<file path="src/rtl/io_bus_pkg.sv">
// Shared encodings and field widths for the host-to-I/O bus master.
// Kept separate so the master and its timeout counter agree on widths and codes.
package io_bus_pkg;

  localparam int unsigned SEL_W  = 12;
  localparam int unsigned ADDR_W = 20;
  localparam int unsigned DATA_W = 32;
  localparam int unsigned CNT_W  = 16;

  localparam logic [1:0] StIdle     = 2'd0;
  localparam logic [1:0] StWrite    = 2'd1;
  localparam logic [1:0] StReadWait = 2'd2;
  localparam logic [1:0] StResp     = 2'd3;

  localparam logic [1:0] ErrOk      = 2'b00;
  localparam logic [1:0] ErrDecode  = 2'b01;
  localparam logic [1:0] ErrTimeout = 2'b10;

  function automatic logic addr_hit(input logic [SEL_W+ADDR_W-1:0] addr,
                                    input logic [SEL_W-1:0]        base);
    return addr[SEL_W+ADDR_W-1 -: SEL_W] == base;
  endfunction

endpackage

</file>
<file path="src/rtl/io_bus_timeout_counter.sv">
// Free-running wait counter with synchronous clear; tc flags the last permitted wait cycle.
// Clear dominates enable so a new read always starts counting from zero.
module io_bus_timeout_counter
  import io_bus_pkg::*;
#(
  parameter int unsigned TERMINAL = 255
) (
  input  logic clk,
  input  logic reset,
  input  logic clear,
  input  logic enable,
  output logic tc
);

  logic [CNT_W-1:0] count_q;

  always_ff @(posedge clk or posedge reset) begin
    if (reset) begin
      count_q <= '0;
    end else if (clear) begin
      count_q <= '0;
    end else if (enable) begin
      count_q <= count_q + 1'b1;
    end
  end

  // High during the TERMINAL-th enabled cycle, so the wait lasts exactly TERMINAL cycles.
  assign tc = (count_q == CNT_W'(TERMINAL - 1));

endmodule

</file>
<file path="src/rtl/io_bus_master.sv">
// Single-outstanding host command to I/O strobe bridge with decode, write hold and read timeout.
// Every output is a flop loaded from the next state, so strobes appear one cycle after accept.
module io_bus_master
  import io_bus_pkg::*;
#(
  parameter logic [SEL_W-1:0] SLAVE_BASE = 12'h000,
  parameter int unsigned      WR_CYCLES  = 2,
  parameter int unsigned      TIMEOUT    = 255
) (
  input  logic              io_clk,
  input  logic              reset,
  input  logic              cmd_valid,
  output logic              cmd_ready,
  input  logic              cmd_wr,
  input  logic [31:0]       cmd_addr,
  input  logic [DATA_W-1:0] cmd_wr_data,
  output logic              rsp_valid,
  input  logic              rsp_ready,
  output logic [DATA_W-1:0] rsp_data,
  output logic [1:0]        rsp_err,
  output logic              io_sel,
  output logic              io_sync,
  output logic [ADDR_W-1:0] io_addr,
  output logic              io_rd_en,
  output logic              io_wr_en,
  output logic [DATA_W-1:0] io_wr_data,
  input  logic [DATA_W-1:0] io_rd_data,
  input  logic              io_rd_ack
);

  localparam logic [3:0] WrLast = 4'(WR_CYCLES - 1);

  logic [1:0]        state_q, state_d;
  logic [3:0]        wr_cnt_q, wr_cnt_d;
  logic [1:0]        rsp_err_d;
  logic [DATA_W-1:0] rsp_data_d;
  logic [ADDR_W-1:0] io_addr_d;
  logic [DATA_W-1:0] io_wr_data_d;
  logic              accept, hit, bus_active_d, cnt_tc;

  assign accept       = (state_q == StIdle) && cmd_valid && cmd_ready;
  assign hit          = addr_hit(cmd_addr, SLAVE_BASE);
  assign bus_active_d = (state_d == StWrite) || (state_d == StReadWait);

  io_bus_timeout_counter #(
    .TERMINAL (TIMEOUT)
  ) u_timeout (
    .clk    (io_clk),
    .reset  (reset),
    .clear  (accept),
    .enable (state_q == StReadWait),
    .tc     (cnt_tc)
  );

  always_comb begin
    state_d    = state_q;
    wr_cnt_d   = wr_cnt_q;
    rsp_err_d  = rsp_err;
    rsp_data_d = rsp_data;
    case (state_q)
      StIdle: begin
        if (accept) begin
          if (!hit) begin
            state_d    = StResp;
            rsp_err_d  = ErrDecode;
            rsp_data_d = '0;
          end else if (cmd_wr) begin
            state_d  = StWrite;
            wr_cnt_d = '0;
          end else begin
            state_d = StReadWait;
          end
        end
      end
      StWrite: begin
        if (wr_cnt_q == WrLast) begin
          state_d    = StResp;
          rsp_err_d  = ErrOk;
          rsp_data_d = '0;
        end else begin
          wr_cnt_d = wr_cnt_q + 4'd1;
        end
      end
      StReadWait: begin
        // An ack arriving in the terminal cycle still counts as a successful read.
        if (io_rd_ack) begin
          state_d    = StResp;
          rsp_err_d  = ErrOk;
          rsp_data_d = io_rd_data;
        end else if (cnt_tc) begin
          state_d    = StResp;
          rsp_err_d  = ErrTimeout;
          rsp_data_d = '0;
        end
      end
      StResp: begin
        if (rsp_ready) begin
          state_d    = StIdle;
          rsp_err_d  = ErrOk;
          rsp_data_d = '0;
        end
      end
      default: state_d = StIdle;
    endcase
  end

  always_comb begin
    io_addr_d    = io_addr;
    io_wr_data_d = io_wr_data;
    if (!bus_active_d) begin
      io_addr_d = '0;
    end else if (accept) begin
      io_addr_d = cmd_addr[ADDR_W-1:0];
    end
    if (state_d != StWrite) begin
      io_wr_data_d = '0;
    end else if (accept) begin
      io_wr_data_d = cmd_wr_data;
    end
  end

  always_ff @(posedge io_clk or posedge reset) begin
    if (reset) begin
      state_q    <= StIdle;
      wr_cnt_q   <= '0;
      cmd_ready  <= 1'b0;
      rsp_valid  <= 1'b0;
      rsp_data   <= '0;
      rsp_err    <= '0;
      io_sel     <= 1'b0;
      io_sync    <= 1'b0;
      io_addr    <= '0;
      io_rd_en   <= 1'b0;
      io_wr_en   <= 1'b0;
      io_wr_data <= '0;
    end else begin
      state_q    <= state_d;
      wr_cnt_q   <= wr_cnt_d;
      cmd_ready  <= (state_d == StIdle);
      rsp_valid  <= (state_d == StResp);
      rsp_data   <= rsp_data_d;
      rsp_err    <= rsp_err_d;
      io_sel     <= bus_active_d;
      io_sync    <= bus_active_d;
      io_addr    <= io_addr_d;
      io_rd_en   <= (state_d == StReadWait);
      io_wr_en   <= (state_d == StWrite);
      io_wr_data <= io_wr_data_d;
    end
  end

endmodule

</file>
<file path="config.mk">
export PLATFORM = sky130hd
export DESIGN_NAME = io_bus_master
export DESIGN_NICKNAME = d
export VERILOG_FILES = /design/src/rtl/io_bus_pkg.sv /design/src/rtl/io_bus_timeout_counter.sv /design/src/rtl/io_bus_master.sv
export SDC_FILE = /design/constraint.sdc
export NUM_CORES = 1
export LEC_CHECK = 0
export BUFFER_PORTS_ARGS = -buffer_cell sky130_fd_sc_hd__buf_2
export CORE_MARGIN = 5
export CORE_UTILIZATION = 45
export CTS_BUF_LIST = sky130_fd_sc_hd__clkbuf_8
export CTS_CLUSTER_SIZE = 14
export DETAILED_ROUTE_END_ITERATION = 7
export GPL_ROUTABILITY_DRIVEN = 1
export PLACE_DENSITY = 0.9
export SLEW_MARGIN = 20
export SYNTH_ARGS = -nofsm -noshare
export SYNTH_HDL_FRONTEND = slang
export SYNTH_SLANG_ARGS = --single-unit
</file>
<file path="constraint.sdc">
create_clock -name io_clk -period 2.7 [get_ports io_clk]
set_input_delay 0 -clock io_clk [delete_from_list [all_inputs] [get_ports io_clk]]
set_output_delay 0 -clock io_clk [all_outputs]
set_load 0.05 [all_outputs]
</file>
Word level (Yosys, flattened, before mapping)
Index checks and enable logic that the tools add are counted.
{ "word_totals": {"regBits": 113, "output_inout_bits": 92, "elab_cells": 76} }
{ "op_classes": {"n_addsub": 2, "n_eq_ne": 18, "mux": 33, "reduce_logical": 11} }
{ "op_table": {"columns": ["op", "n"], "rows": [
  ["two-way mux 32 bit", 8],
  ["case mux 32 bit (4 select lines)", 1],
  ["two-way mux 20 bit", 2],
  ["two-way mux 16 bit", 2],
  ["two-way mux 2 bit", 13],
  ["adder 16 x 1 -> 16 bit (second input constant)", 1],
  ["== test 16 x 8 -> 1 bit (second input constant)", 1],
  ["two-way mux 4 bit", 4],
  ["!= test 2 bit (second input constant)", 8],
  ["case mux 2 bit (4 select lines)", 2],
  ["zero test 12 bit", 1],
  ["AND reduction 5 bit", 2],
  ["== test 2 bit (second input constant)", 4],
  ["case mux 4 bit (2 select lines)", 1],
  ["nonzero test 2 bit", 3],
  ["adder 4 x 1 -> 4 bit (second input constant)", 1],
  ["== test 2 x 1 -> 1 bit (second input constant)", 2],
  ["== test 4 x 1 -> 1 bit (second input constant)", 1],
  ["zero test 2 bit", 2],
  ["!= test 3 bit (second input constant)", 1],
  ["logical AND 1 bit", 2],
  ["!= test 2 x 1 -> 1 bit (second input constant)", 1],
  ["logical OR 1 bit", 1]
]} }

Logic depth before layout (Yosys ltp)
{ "logic_depth": {"depth_word": 8, "depth_mapped": 9, "mapped_depth_nobuf": 9} }

By module
A second synthesis with hierarchy kept.
{ "unflattened": {"hier_cells": 431, "hier_area_um2": 4874.7} }
{ "by_module_without_submodules": {"columns": ["module", "n_inst", "cells_per_inst", "area_each_um2"], "rows": [
  ["io_bus_master", 1, 340, 3940.0],
  ["io_bus_timeout_counter", 1, 91, 934.6]
]} }

Worst setup path before layout
Ideal clock, no wire load.
{ "synth_timing": {"path_kind": "register to register", "from": "register state_q[0]", "to": "register io_addr[0]", "arrival_ps": 2180, "required_ps": 2616, "path_slack_ps": 436, "stages_incl_launch_ff": 9, "cell_sequence": "dfrtp_1 clkbuf_1 or3b_2 or4_1 nand2_1 nor2_1 ha_1 clkbuf_1 a21boi_0"} }
{ "synth_via": {"elab_chain_cells": 8, "word_cells_on_any_way": 17} }
{ "synth_lines": {"columns": ["element", "line", "text"], "rows": [
  ["start: declaration", "io_bus_master.sv:33", "logic [1:0] state_q, state_d;"],
  ["start signal: assignment", "io_bus_master.sv:124", "state_q <= StIdle;"],
  ["start signal: assignment", "io_bus_master.sv:137", "state_q <= state_d;"],
  ["zero test 2 bit", "io_bus_master.sv:41, io_bus_master.sv:60", null],
  ["logical AND 1 bit (2 in a row)", "io_bus_master.sv:41", "assign accept = (state_q == StIdle) && cmd_valid && cmd_ready;"],
  ["two-way mux 2 bit", "io_bus_master.sv:62", "if (accept) begin"],
  ["case mux 2 bit (4 select lines) (*)", "io_bus_master.sv:60", "case (state_q)"],
  ["net state_d[1]", "io_bus_master.sv:33", null],
  ["== test 2 x 1 -> 1 bit or == test 2 bit (tied branches)", "io_bus_master.sv:43", "assign bus_active_d = (state_d == StWrite) || (state_d == StReadWait);"],
  ["logical OR 1 bit (*)", "io_bus_master.sv:43", null],
  ["!= test 2 bit (no line) or two-way mux 20 bit (tied branches)", null, null],
  ["end signal: assignment", "io_bus_master.sv:145", "io_addr <= io_addr_d;"],
  ["end: declaration", "io_bus_master.sv:23", "output logic [ADDR_W-1:0] io_addr,"]
]} }
The timed path passes the listed nets; every way through them passes the cells marked *.
A chain may end at the register's enable or synchronous reset.

Final worst setup path
{ "layout_timing": {"from": "register state_q[1]", "to": "register io_addr[16]"} }
Same word-level chain as after synthesis.

==> results_dict.tcl <==
set metrics [dict create \
    outcome "finished clean" \
    portBuffers 193 \
    fmax_mhz 397 \
    clkTransAtPathRegs_ns 0.07 \
    criticalPathCategory "flip-flop to flip-flop" \
    hpwl_microns 8930 \
    synth_nets 559 \
    maxCapViolations 0 \
    io_pins 194 \
    synth_top_cell_by_area "dfrtp_1" \
    die_w_microns 113 \
    grt_max_degree 84 \
    min_period_ns 2.52 \
    drtIter0Drc 356 \
    gp_congestion 0.945 \
    cts.sinks 113 \
    vias 4569 \
    fin_area_sq_um 7180 \
    hold_class "primary input to flip-flop" \
    nets 838 \
    synth.area.top_cells "dfrtp_1 (59%), nand2_1 (9.7%), a22o_1 (6.0%)" \
    core_area_sq_um 10400 \
    cts-root-buf "clkbuf_8" \
    synthCells 451 \
    drive_above_1_share_pct 36.9 \
    yosys_warnings 0 \
    grt_pass1_vias 4905 \
    setup_tns_ns 0 \
    cpMaxStageDelayCell "ha_2" \
    wl_per_cell_microns 17.5 \
    required_ns 3.02 \
    finalSetupViolCount 0 \
    cts_buffer_depth 2 \
    startpoint_type "flip-flop" \
    postCtsSetupRepairBufs 0 \
    grt_usage_pct 24.2 \
    rsz0062_at_grt "no" \
    worstPathCellList "or3b_2 > or4_1 > nand2_1 > nor2_1 > ha_2 > a21boi_0" \
    slew_headroom_pct 55.2 \
    drt_first_pass_iters 5 \
    setup_ws_ns 0.180 \
    drt-total-wl_microns 15300 \
    cts_made_buffers 17 \
    max_stage_delay_ns 0.52 \
    finalCritPeriodShare_pct 93.3 \
    antenna_found_initial 0 \
    synth-async-reset-ratio_pct 100 \
    area_growth_syn_to_layout_pct 49.0 \
    cts_tree "done" \
    path_buf_inv 0 \
    synth_seq_cells 113 \
    synth.distinct_cells 45 \
    p_total_mw 7.68 \
    ant_nets 0 \
    powerDensity_nw_per_um2 1070 \
    drc 0 \
    ys_top_cells_by_count "nand2_1 (125), dfrtp_1 (113), a22o_1 (33)" \
    irDropWorstVdd_v 0.000767 \
    yosysSeqAreaShare_pct 58.7 \
    via_per_inst 5.20 \
    globalRoute.totalOverflow 0 \
    crit_family "simple AND/OR/NAND/NOR gates" \
    floorplan.initialDensity_pct 46.5 \
    syn_area_sq_um 4820 \
    rows 37 \
    die_h_microns 113 \
    endpoint_kind "flip-flop" \
    synth-edff-count 0 \
    crit_fanout 20 \
    place_ws_ns 0.127 \
    p_leak_nw 3.49 \
    h-tree-depth 4 \
    avgSynthCellArea_sq_um 10.7 \
    worstPathArrival_ns 2.84 \
    grt_pass1_wl_microns 24800 \
    yosysTopAreaCellShare_pct 58.7 \
    dieArea_sq_um 12900 \
    finClkSkew_ns 0.0177 \
    antennaDiodeCount 0 \
    hold_viol 0 \
    tightest_slew_ns 0.670 \
    drv_slew 0 \
    clk_latency_ns 0.42 \
    synth.most_common_cell "nand2_1" \
    synth_flop_cell "dfrtp_1" \
    place_area_sq_um 5900 \
]
## what timing repair did
item,CTS,global route
hold buffers,87,0
gates resized for setup,0,1
endpoints found under the hold margin,118,0
endpoints found under the setup margin,0,20
## metal layers
metal  vias up  GRT usage [%]  wire, microns
met5         -              0              0
met4         0           9.78            380
met3        29           7.59           1240
met2       224           42.7           7930
met1      2215           27.2           5800
li1       2101              -              -
## where the power goes
part	total, mW	leakage (nW)	switching [mW]	internal, mW
clock network	1.59	0.185	0.738	0.854
logic	3.46	1.79	2.44	1.03
registers	2.62	1.52	0.422	2.20
## kinds of logic (layout without fill, tap and decap cells)
| kind of cell | Yosys count | count (layout) | share of synthesized area (%) |
|---|---|---|---|
| multiplexers | 1 | 1 | 0.234 |
| AO/OA/AOI/OAI | 104 | 104 | 17.5 |
| adder cells (fa/ha/maj) | 6 | 6 | 1.56 |
| XOR/XNOR | 12 | 12 | 2.18 |
| buffers and inverters | 35 | 327 | 3.53 |
| AND/OR/NAND/NOR | 180 | 180 | 16.3 |
| flip-flops | 113 | 113 | 58.7 |
## layout make-up
type / count / area [sq um]
Fill cell: 724 / 3190
Sequential cell: 113 / 2830
Timing Repair Buffer: 289 / 1920
Multi-Input combinational cell: 303 / 1840
Clock buffer: 18 / 248
Tap cell: 136 / 170
Clock inverter: 14 / 154
Inverter: 6 / 26.3
## worst register-to-register path, delay by kind of cell, from the launching register on
kind,cells,cell delay (ns)
simple gates,4,1.18
fa+ha+maj,1,0.52
flops,1,0.47
compound gates,1,0.26
## worst paths after layout
check	start	end	slack, ns	depth (start not counted)
min	io_rd_ack	rsp_err[1]	0.04	3
min in group asynchronous	reset	rsp_data[13]	0.23	3
min reg2reg	rsp_data[27]	rsp_data[27]	0.50	1
max reg2reg	state_q[1]	io_addr[16]	0.18	6
max	state_q[1]	io_addr[16]	0.18	6
max in group asynchronous	reset	io_addr[11]	1.64	4
## stage by stage
stage	util, %	std cells	hold WS, ns
6_report	69.2	879	0.0396
3_3_place_gp	56.9	760	0.109
4_1_cts	69.2	879	0.0263
5_1_grt	69.2	879	0.0394
2_1_floorplan	-	451	0.129
3_5_place_dp	56.9	760	0.122
## placed cells by master (no fill, tap or decap), types with 2 or more instances in the layout
| cell type | n |
|---|---|
| ha_1 | 5 |
| and4_1 | 3 |
| nand2b_1 | 3 |
| inv_1 | 5 |
| inv_6 | 4 |
| nor4_1 | 3 |
| a21oi_1 | 7 |
| buf_4 | 8 |
| dfrtp_1 | 113 |
| nor2b_1 | 2 |
| nand2_1 | 125 |
| nor3_1 | 4 |
| a21boi_0 | 20 |
| or3_1 | 2 |
| a22o_1 | 32 |
| xor2_1 | 8 |
| xnor2_1 | 4 |
| buf_2 | 193 |
| or4_1 | 4 |
| clkinvlp_4 | 7 |
| nand3_1 | 4 |
| clkbuf_8 | 18 |
| a21oi_2 | 30 |
| dlygate4sd3_1 | 87 |
| nor2_1 | 16 |
| bufinv_16 | 2 |
| o21ai_0 | 4 |
| nand4_1 | 4 |
## registers in the layout, indices dropped and copies added (netlist names)
signal,flops
io_wr_data,32
io_rd_en,1
wr_cnt_q,4
u_timeout.count_q,16
io_addr,20
io_sync,1
io_wr_en,1
rsp_data,32
cmd_ready,1
state_q,2
rsp_valid,1
rsp_err,2
Note: power is estimated with default switching activity, not from simulation.
